$ cat src/rtl/hwpe_ctrl_uloop_stream.sv
// Microcode loop engine: walks an NB_LOOPS-deep loop nest, runs add/move microcode between
// points and streams {offsets, indices, loop, last} records through a FWFT buffer.
module hwpe_ctrl_uloop_stream #(
    parameter int unsigned LENGTH     = 32,
    parameter int unsigned NB_LOOPS   = 6,
    parameter int unsigned NB_REG     = 4,
    parameter int unsigned NB_RO_REG  = 28,
    parameter int unsigned REG_WIDTH  = 32,
    parameter int unsigned CNT_WIDTH  = 16,
    parameter int unsigned FIFO_DEPTH = 2,
    localparam int unsigned PW = $clog2(LENGTH),
    localparam int unsigned LW = (NB_LOOPS > 1) ? $clog2(NB_LOOPS) : 1,
    localparam int unsigned AW = $clog2(NB_REG + NB_RO_REG)
) (
    input  logic                            clk_i,
    input  logic                            rst_ni,
    input  logic                            clear_i,
    input  logic                            start_i,
    output logic                            busy_o,
    output logic                            done_o,
    input  logic [LENGTH-1:0]               code_op_sel_i,
    input  logic [LENGTH*AW-1:0]            code_a_i,
    input  logic [LENGTH*AW-1:0]            code_b_i,
    input  logic [NB_LOOPS*PW-1:0]          loop_addr_i,
    input  logic [NB_LOOPS*(PW+1)-1:0]      loop_nb_ops_i,
    input  logic [NB_LOOPS*CNT_WIDTH-1:0]   loop_range_i,
    input  logic [NB_RO_REG*REG_WIDTH-1:0]  ro_reg_i,
    output logic                            out_valid_o,
    input  logic                            out_ready_i,
    output logic [NB_REG*REG_WIDTH-1:0]     out_offs_o,
    output logic [NB_LOOPS*CNT_WIDTH-1:0]   out_idx_o,
    output logic [LW-1:0]                   out_loop_o,
    output logic                            out_last_o
);

    typedef enum logic [1:0] {IDLE, PUSH, EXEC, DRAIN} state_e;

    localparam int unsigned OFFS_W = NB_REG * REG_WIDTH;
    localparam int unsigned IDX_W  = NB_LOOPS * CNT_WIDTH;
    localparam int unsigned ENT_W  = OFFS_W + IDX_W + LW + 1;
    localparam int unsigned FPW    = (FIFO_DEPTH > 1) ? $clog2(FIFO_DEPTH) : 1;
    localparam int unsigned FCW    = $clog2(FIFO_DEPTH + 1);
    localparam logic [PW:0] CNT_ONE = 1;

    state_e               state;
    logic [REG_WIDTH-1:0] regs [NB_REG];
    logic [CNT_WIDTH-1:0] idx  [NB_LOOPS];
    logic [LW-1:0]        cur_loop;
    logic [PW-1:0]        pc;
    logic [PW:0]          cnt;

    logic [ENT_W-1:0]     fifo_mem [FIFO_DEPTH];
    logic [ENT_W-1:0]     head;
    logic [FPW-1:0]       wr_ptr, rd_ptr;
    logic [FCW-1:0]       fifo_cnt;
    logic                 fifo_full, fifo_empty, push, pop;

    logic [CNT_WIDTH-1:0] idx_max [NB_LOOPS];
    logic                 is_last;
    logic [LW-1:0]        next_loop;
    logic [PW-1:0]        next_addr;
    logic [PW:0]          next_nb;
    logic [OFFS_W-1:0]    offs_flat;
    logic [IDX_W-1:0]     idx_flat;

    logic                 op_add;
    logic [AW-1:0]        op_a, op_b;
    logic [REG_WIDTH-1:0] src_val, dst_val, op_res;

    // Lowest level that still has iterations left is the one that advances next.
    always_comb begin
        is_last   = 1'b1;
        next_loop = '0;
        for (int l = NB_LOOPS - 1; l >= 0; l--) begin
            idx_max[l] = (loop_range_i[l*CNT_WIDTH +: CNT_WIDTH] == '0) ? '0 :
                         loop_range_i[l*CNT_WIDTH +: CNT_WIDTH] - 1'b1;
            if (idx[l] != idx_max[l]) is_last = 1'b0;
            if (idx[l] < idx_max[l])  next_loop = LW'(l);
        end
        next_addr = loop_addr_i[int'(next_loop)*PW +: PW];
        next_nb   = loop_nb_ops_i[int'(next_loop)*(PW+1) +: PW+1];
    end

    always_comb begin
        for (int r = 0; r < NB_REG; r++)   offs_flat[r*REG_WIDTH +: REG_WIDTH] = regs[r];
        for (int l = 0; l < NB_LOOPS; l++) idx_flat[l*CNT_WIDTH +: CNT_WIDTH] = idx[l];
    end

    // Operand fetch: writable regs first, then read-only regs; anything beyond reads 0.
    always_comb begin
        op_add  = code_op_sel_i[pc];
        op_a    = code_a_i[int'(pc)*AW +: AW];
        op_b    = code_b_i[int'(pc)*AW +: AW];
        src_val = '0;
        dst_val = '0;
        for (int r = 0; r < NB_REG; r++) begin
            if (op_b == AW'(r)) src_val = regs[r];
            if (op_a == AW'(r)) dst_val = regs[r];
        end
        for (int k = 0; k < NB_RO_REG; k++) begin
            if (op_b == AW'(NB_REG + k)) src_val = ro_reg_i[k*REG_WIDTH +: REG_WIDTH];
        end
        op_res = op_add ? dst_val + src_val : src_val;
    end

    assign fifo_full  = (fifo_cnt == FCW'(FIFO_DEPTH));
    assign fifo_empty = (fifo_cnt == '0);
    assign push       = (state == PUSH) && !fifo_full;
    assign pop        = !fifo_empty && out_ready_i;
    assign busy_o     = (state != IDLE);

    function automatic logic [FPW-1:0] ptr_inc(input logic [FPW-1:0] p);
        return (p == FPW'(FIFO_DEPTH - 1)) ? '0 : p + 1'b1;
    endfunction

    always_ff @(posedge clk_i or negedge rst_ni) begin
        if (!rst_ni) begin
            state    <= IDLE;
            cur_loop <= '0;
            pc       <= '0;
            cnt      <= '0;
            done_o   <= 1'b0;
            for (int r = 0; r < NB_REG; r++)   regs[r] <= '0;
            for (int l = 0; l < NB_LOOPS; l++) idx[l]  <= '0;
        end else if (clear_i) begin
            state    <= IDLE;
            cur_loop <= '0;
            pc       <= '0;
            cnt      <= '0;
            done_o   <= 1'b0;
            for (int r = 0; r < NB_REG; r++)   regs[r] <= '0;
            for (int l = 0; l < NB_LOOPS; l++) idx[l]  <= '0;
        end else begin
            done_o <= 1'b0;
            unique case (state)
                IDLE: if (start_i) begin
                    for (int r = 0; r < NB_REG; r++)   regs[r] <= '0;
                    for (int l = 0; l < NB_LOOPS; l++) idx[l]  <= '0;
                    cur_loop <= '0;
                    state    <= PUSH;
                end
                PUSH: if (!fifo_full) begin
                    if (is_last) begin
                        state <= DRAIN;
                    end else begin
                        for (int l = 0; l < NB_LOOPS; l++) begin
                            if (LW'(l) < next_loop)       idx[l] <= '0;
                            else if (LW'(l) == next_loop) idx[l] <= idx[l] + 1'b1;
                        end
                        cur_loop <= next_loop;
                        pc       <= next_addr;
                        cnt      <= next_nb;
                        state    <= (next_nb == '0) ? PUSH : EXEC;
                    end
                end
                EXEC: begin
                    for (int r = 0; r < NB_REG; r++) begin
                        if (op_a == AW'(r)) regs[r] <= op_res;
                    end
                    pc  <= (pc == PW'(LENGTH - 1)) ? '0 : pc + 1'b1;
                    cnt <= cnt - 1'b1;
                    if (cnt == CNT_ONE) state <= PUSH;
                end
                DRAIN: if (fifo_empty) begin
                    state  <= IDLE;
                    done_o <= 1'b1;
                end
                default: state <= IDLE;
            endcase
        end
    end

    always_ff @(posedge clk_i or negedge rst_ni) begin
        if (!rst_ni) begin
            wr_ptr   <= '0;
            rd_ptr   <= '0;
            fifo_cnt <= '0;
        end else if (clear_i) begin
            wr_ptr   <= '0;
            rd_ptr   <= '0;
            fifo_cnt <= '0;
        end else begin
            if (push) wr_ptr <= ptr_inc(wr_ptr);
            if (pop)  rd_ptr <= ptr_inc(rd_ptr);
            if (push && !pop)      fifo_cnt <= fifo_cnt + 1'b1;
            else if (!push && pop) fifo_cnt <= fifo_cnt - 1'b1;
        end
    end

    // Storage needs no reset: outputs are masked whenever the buffer is empty.
    always_ff @(posedge clk_i) begin
        if (push) fifo_mem[wr_ptr] <= {offs_flat, idx_flat, cur_loop, is_last};
    end

    assign head        = fifo_mem[rd_ptr];
    assign out_valid_o = !fifo_empty;
    assign {out_offs_o, out_idx_o, out_loop_o, out_last_o} = fifo_empty ? '0 : head;

endmodule

$ cat config.mk
export PLATFORM = sky130hd
export DESIGN_NAME = hwpe_ctrl_uloop_stream
export DESIGN_NICKNAME = d
export VERILOG_FILES = /design/src/rtl/hwpe_ctrl_uloop_stream.sv
export SDC_FILE = /design/constraint.sdc
export NUM_CORES = 2
export LEC_CHECK = 0
export ABC_AREA = 1
export BUFFER_PORTS_ARGS = -buffer_cell sky130_fd_sc_hd__buf_2
export CAP_MARGIN = 20
export CELL_PAD_IN_SITES_DETAIL_PLACEMENT = 1
export CELL_PAD_IN_SITES_GLOBAL_PLACEMENT = 1
export CORE_AREA = 3 3 638 640
export DETAILED_ROUTE_END_ITERATION = 12
export DIE_AREA = 0 0 641 643
export GPL_TIMING_DRIVEN = 0
export MAX_ROUTING_LAYER = met4
export PLACE_DENSITY = 0.38
export REMOVE_ABC_BUFFERS = 1
export SYNTH_ARGS = -nofsm -noshare
export SYNTH_HDL_FRONTEND = slang
export SYNTH_SLANG_ARGS = --single-unit
$ cat constraint.sdc
create_clock -name clk_i -period 12.54 [get_ports clk_i]
set_clock_uncertainty 0.15 [all_clocks]
set_input_delay 0.627 -clock clk_i [delete_from_list [all_inputs] [get_ports clk_i]]
set_output_delay 0.627 -clock clk_i [all_outputs]
set_load 0.02 [all_outputs]
Yosys cells after proc, flatten, opt, wreduce, memory -nomap -nowiden --
Memory sizes are Yosys's and may differ from the RTL's. Cells that the tools add are included.
Storage, ports and cells: input port bits 1415, output and inout bits 231, memories kept 1, logic and storage cells 282, bits in writable memories 456, register bits after elaboration 245
Memory list:
- fifo_mem | depth 2, bits a word 228, rd ports 1, clocked after memory_dff 0, wr ports 1, line 52 | logic [ENT_W-1:0] fifo_mem [FIFO_DEPTH];
Operators by class: $mul 3, muxes and demuxes 118, equality and inequality tests 66, $lt $le $gt $ge 13, reduce and logical (&&, ||, !) cells 40, $add $sub $neg 19, shift-type cells 4
Operators with widths (count):
- 2-to-1 mux 32 bit | 41
- 2-to-1 mux 96 bit | 4
- indexed part select 160 x 9 -> 5 bit | 2
- 2-to-1 mux 16 bit | 18
- 2-to-1 mux 128 bit | 2
- case mux 128 bit (2 select lines) | 1
- 2-to-1 mux 228 bit | 1
- case mux 96 bit (2 select lines) | 1
- adder 16 x 1 -> 16 bit (second input constant) | 6
- zero test 16 bit | 6
- < comparator 16 bit | 6
- != test 16 bit | 6
- subtractor 16 x 1 -> 16 bit (second input constant) | 6
- == test 5 bit (second input constant) | 17
- == test 5 x 4 -> 1 bit (second input constant) | 8
- indexed part select 36 x 7 -> 6 bit | 1
- adder 32 bit | 1
- 2-to-1 mux 3 bit | 10
- AND reduction 5 bit | 6
- indexed part select 30 x 7 -> 5 bit | 1
- != test 3 bit (second input constant) | 9
- != test 4 x 2 -> 1 bit (second input constant) | 6
- == test 5 x 2 -> 1 bit (second input constant) | 4
- == test 5 x 3 -> 1 bit (second input constant) | 4
- other kinds (38) | 96

Depth between registers and ports, before layout --
depth after elaboration 40, mapped depth 67, mapped depth without buffers 64

Worst setup path after synthesis --
Ideal clock, no wire load.
kind reg-to-reg, from register state[0], to memory fifo_mem[1][0] (netlist bit), enable pin, path buffers 0, period minus slack after synthesis 11.347 ns, stages on the path, launching flop included 7, arrival 10.376 ns, slack 1.193 ns, path through dfrtp_1 > inv_1 > nor2_1 > inv_1 > nor2_1 > inv_1 > nor2_1
On the way: word-level cells in the longest chain between the ends 4
Ends and longest elaborated chain:
- start: declaration | line 45 | state_e state;
- start signal: assignment | line 153 | state <= (next_nb == '0) ? PUSH : EXEC;
- == test 2 x 1 -> 1 bit | line 108 | assign push = (state == PUSH) && !fifo_full;
- logical AND 1 bit | line 108
- 2-to-1 mux 1 bit | line 192 | if (push) fifo_mem[wr_ptr] <= {offs_flat, idx_flat, cur_loop, is_last};
- 2-to-1 mux 1 bit (implied by the code) | line 192
- end: declaration | line 52
Every way passes these cells.

Worst setup path in the final report --
from register pc[2], to register regs, in the netlist offs_flat[117]
On the way: word-level cells in the longest chain between the ends 40, elaborated cells between the ends (all ways) 84, those cells by class add/sub (1); mul (1); eq/ne (35); shift (2); mux (42); reduce/logical (3)
Ends and longest elaborated chain:
- start: declaration | line 49 | logic [PW-1:0] pc;
- start signal: assignment | line 151 | pc <= next_addr;
- start signal: assignment | line 160 | pc <= (pc == PW'(LENGTH - 1)) ? '0 : pc + 1'b1;
- multiplier 5 x 3 -> 8 bit | line 92, 93
- indexed part select 160 x 9 -> 5 bit | line 93 | op_b = code_b_i[int'(pc)*AW +: AW];
- zero test 5 bit | line 97 | if (op_b == AW'(r)) src_val = regs[r];
- 2-to-1 mux 32 bit (4 in series) | line 97
- 2-to-1 mux 32 bit (28 in series) | line 101 | if (op_b == AW'(NB_REG + k)) src_val = ro_reg_i[k*REG_WIDTH +: REG_WIDTH];
- adder 32 bit | line 103 | op_res = op_add ? dst_val + src_val : src_val;
- 2-to-1 mux 32 bit | line 103
- 2-to-1 mux 32 bit | line 158 | if (op_a == AW'(r)) regs[r] <= op_res;
- case mux 128 bit (2 select lines) | line 135 | unique case (state)
- 2-to-1 mux 128 bit | line 125 | end else if (clear_i) begin
- end signal: indexed assignment | line 158
- end: declaration | line 46 | logic [REG_WIDTH-1:0] regs [NB_REG];
Parallel ways exist; a longest one is shown, timed or not. The select of a mux whose other input is x is not followed. A chain may end at the register's enable or synchronous reset.

==> flow_summary.ini <==
[run_status]
outcome = finished, final reports clean

[placement]
io_buffers = 1645
hpwlAfterDp_um = 360900
placed_cell_area_sq_um = 63610
gp_congestion = 1.013
dp_cells = 13250

[cts]
clk_latency_ns = 0.74
cts_root_buf = clkbuf_16
cts_buffers = 83
htreeDepth = 3
path_clk_slew_ns = 0.07
cts_sinks = 701
cts_max_path_buffers = 3
cts_tree = built

[power]
p_int_mw = 7.895
swShare_pct = 60.63
clkPwrFrac_pct = 12.7
p_per_area_nw_per_um2 = 297.7
total_power_mw = 20.05
leakage_nw = 29.65
ir_worst_vdd_mv = 0.2277
p_sw_mw = 12.16
combPwrFrac_pct = 70.6
p_seq_share_pct = 16.8

[setup_path]
endpoint_kind = flip-flop
critPathBufInv = 6
crit_start = pc[2]
startpoint_type = flip-flop
cpPeakStageDelay_ns = 0.79
critical_path_class = flip-flop to flip-flop
crit_fanout = 39
worst-endpoint-required_ns = 13.01
r2r_start = pc[2]
path_delay_family = simple AND/OR/NAND/NOR gates
crit_top_cell = nand4_1
worst_ep_arrival_time_ns = 12.29
slowest_stage = a21oi_1

[global_routing]
grt_max_degree = 89
grt-ovfl-total = 0
grt_first_pass_wirelength_um = 549400
grt_pass1_vias = 56450
antenna_found_initial = 321
grtUsageTotal_pct = 20.41

[synthesis]
syn_area_sq_um = 47040
synthesis.instances = 6502
ys_ff_latch = 701
seq_area_frac_synth_pct = 42.14
synth_cell_types = 60
syn_avg_cell_area_sq_um = 7.235
synth_ff_type = edfxtp_1
synthArstFlopShare_pct = 34.95
yosysWarnings = 0
synth-edff-count = 456

[floorplan]
initial_utilization_pct = 11.70
row_count = 233
die_x_um = 641
dieHeight_um = 643
coreArea_sq_um = 402000
ios = 1646
die_area_sq_um = 412200

[routing]
firstDrtPassIters = 5
drt_iter0_drc = 4087
drc = 0
totalWireLength_um = 428200
detail-route-antenna-nets = 0
top_layer = met4
wl_met3_um = 21020
wl_met2_um = 214600
met1_length_um = 181500
drt-wirelength-per-cell_um = 31.56
vias_per_cell = 4.111
via_count = 55780

[job]
maxCapViolCount = 0

[layout]
multiInputGateArea_sq_um = 24150
layout-drive-gt1-share_pct = 27.08
fin_cells = 13570
area_delta_synth_final_pct = 43.20
n_fill_cell = 48600
layout.nets = 9637
ff_latch_area_sq_um = 19840
final_area_sq_um = 67360

[sta]
slew_headroom_pct = 18.65
period_needed_ns = 11.82
slew_viol_final = 0
setup_viol = 0
period_share_pct = 94.26
worst-slew-pin-transition_ns = 1.217
fmax_ghz = 0.08460
finalHoldViolations = 0

[worst_hold_path]
min_path_type = input port to flip-flop
min_from = clear_i
synth_stat cells (10+ instances only):
cell type	number	share of area (%)
o221ai_1	21	0.39
clkbuf_1	235	1.9
nand2_2	10	0.13
or2_0	10	0.13
nor4_1	28	0.37
buf_2	42	0.45
or2_2	135	1.8
edfxtp_1	456	29
o31ai_1	20	0.32
buf_4	11	0.18
a21oi_1	492	5.2
inv_1	539	4.3
o21ai_1	15	0.16
o21ai_0	218	2.3
nor3_1	98	1.0
nand4_1	229	3.0
xor2_1	52	0.97
nand3_1	431	4.6
clkinv_1	14	0.11
xnor2_1	32	0.60
o22ai_1	55	0.73
nand2_1	2196	18
o2111ai_1	10	0.19
dfrtp_1	245	13
nor2_1	573	4.6
nor3b_1	10	0.16
ha_1	143	3.8
a31oi_1	45	0.60
nand3b_1	10	0.16
buf_1	16	0.13
buf_6	13	0.31
logic make-up after synthesis:
family,after synthesis,share of synthesized area [%]
AND/OR/NAND/NOR,3750,33.86
AO/OA/AOI/OAI,945,11.18
buffers and inverters,878,7.415
flip-flops,701,42.14
adder cells (fa/ha/maj),144,3.846
XOR/XNOR,84,1.564
layout make-up:
cell class	instances	area share [%]
timing repair buffer	1806	16.99
multi-input combinational	4924	35.85
tap	5287	9.820
timing repair inverter	1	0.01300
clock inverter	39	0.6092
antenna	132	0.4904
inverter	561	3.289
sequential	701	29.45
clock buffer	115	3.486
per-stage QoR:
stage	hold WS (ns)	setup TNS, ns	setup WS, ns	util [%]
2_1_floorplan	0.1814	0	1.193	-
3_3_place_gp	0.3018	-	-22.86	15.05
3_5_place_dp	0.3128	-126.17	-2.621	15.82
4_1_cts	0.04226	0	0.01201	16.61
5_1_grt	0.1168	-0.008192	-0.005045	16.73
6_report	0.1138	0	0.7202	16.76
path summary, 6_finish.rpt:
| kind | endpoint | slack [ns] | depth (start not counted) |
|---|---|---|---|
| worst min register to register | fifo_mem[0][2] | 0.33 | 0 |
| worst min-delay path | done_o | 0.11 | 2 |
| max in group asynchronous | offs_flat[79] | 10.29 | 5 |
| worst max-delay path | offs_flat[117] | 0.72 | 47 |
| worst max register to register | offs_flat[117] | 0.72 | 47 |
| min in group asynchronous | idx[33] | 0.33 | 2 |
registers in the layout (all words and copies together) (netlist names):
register   flops
fifo_cnt       2
cur_loop       3
idx           96
state          2
rd_ptr         1
done_o         1
offs_flat    128
cnt            6
fifo_mem     456
pc             5
wr_ptr         1
placed cells by master, fill, tap and decap left out, drive strengths merged, types with 20 or more instances in the layout:
cell type,count
nand3,434
nand2,2210
o221ai,23
nand4,229
dfrtp,245
ha,143
xor2,52
nor2,576
edfxtp,456
o21ai,233
o31ai,20
buf,1802
a31oi,45
a21oi,492
clkinv,37
clkbuf,117
xnor2,32
nor4,28
o22ai,55
or2,151
diode,132
inv,552
nor3,98
power by group through the flow:
stage	sequential [mW]	combinational (mW)	clock, mW
floorplan	3.49	4.82	0
global route	3.41	15.0	2.70
CTS	3.37	14.5	2.63
finish	3.36	14.1	2.54
global placement	3.77	12.4	0
detailed placement	3.44	14.2	0
timing repair:
| item | in CTS | in global routing |
|---|---|---|
| resized for setup | 53 | 26 |
| setup endpoints to repair | 92 | 36 |
| setup buffers | 13 | 11 |
| cloned | 3 | 2 |
| pin swaps | 9 | 16 |
| hold buffers | 1 | 0 |
| endpoints found under the hold margin | 44 | 0 |
metal layers:
metal,up-vias,GRT usage (%)
met5,-,-
met1,28110,24.95
met4,0,3.508
met3,583,2.856
li1,25060,-
met2,2028,35.84
Note: power is estimated with default switching activity, not from simulation.
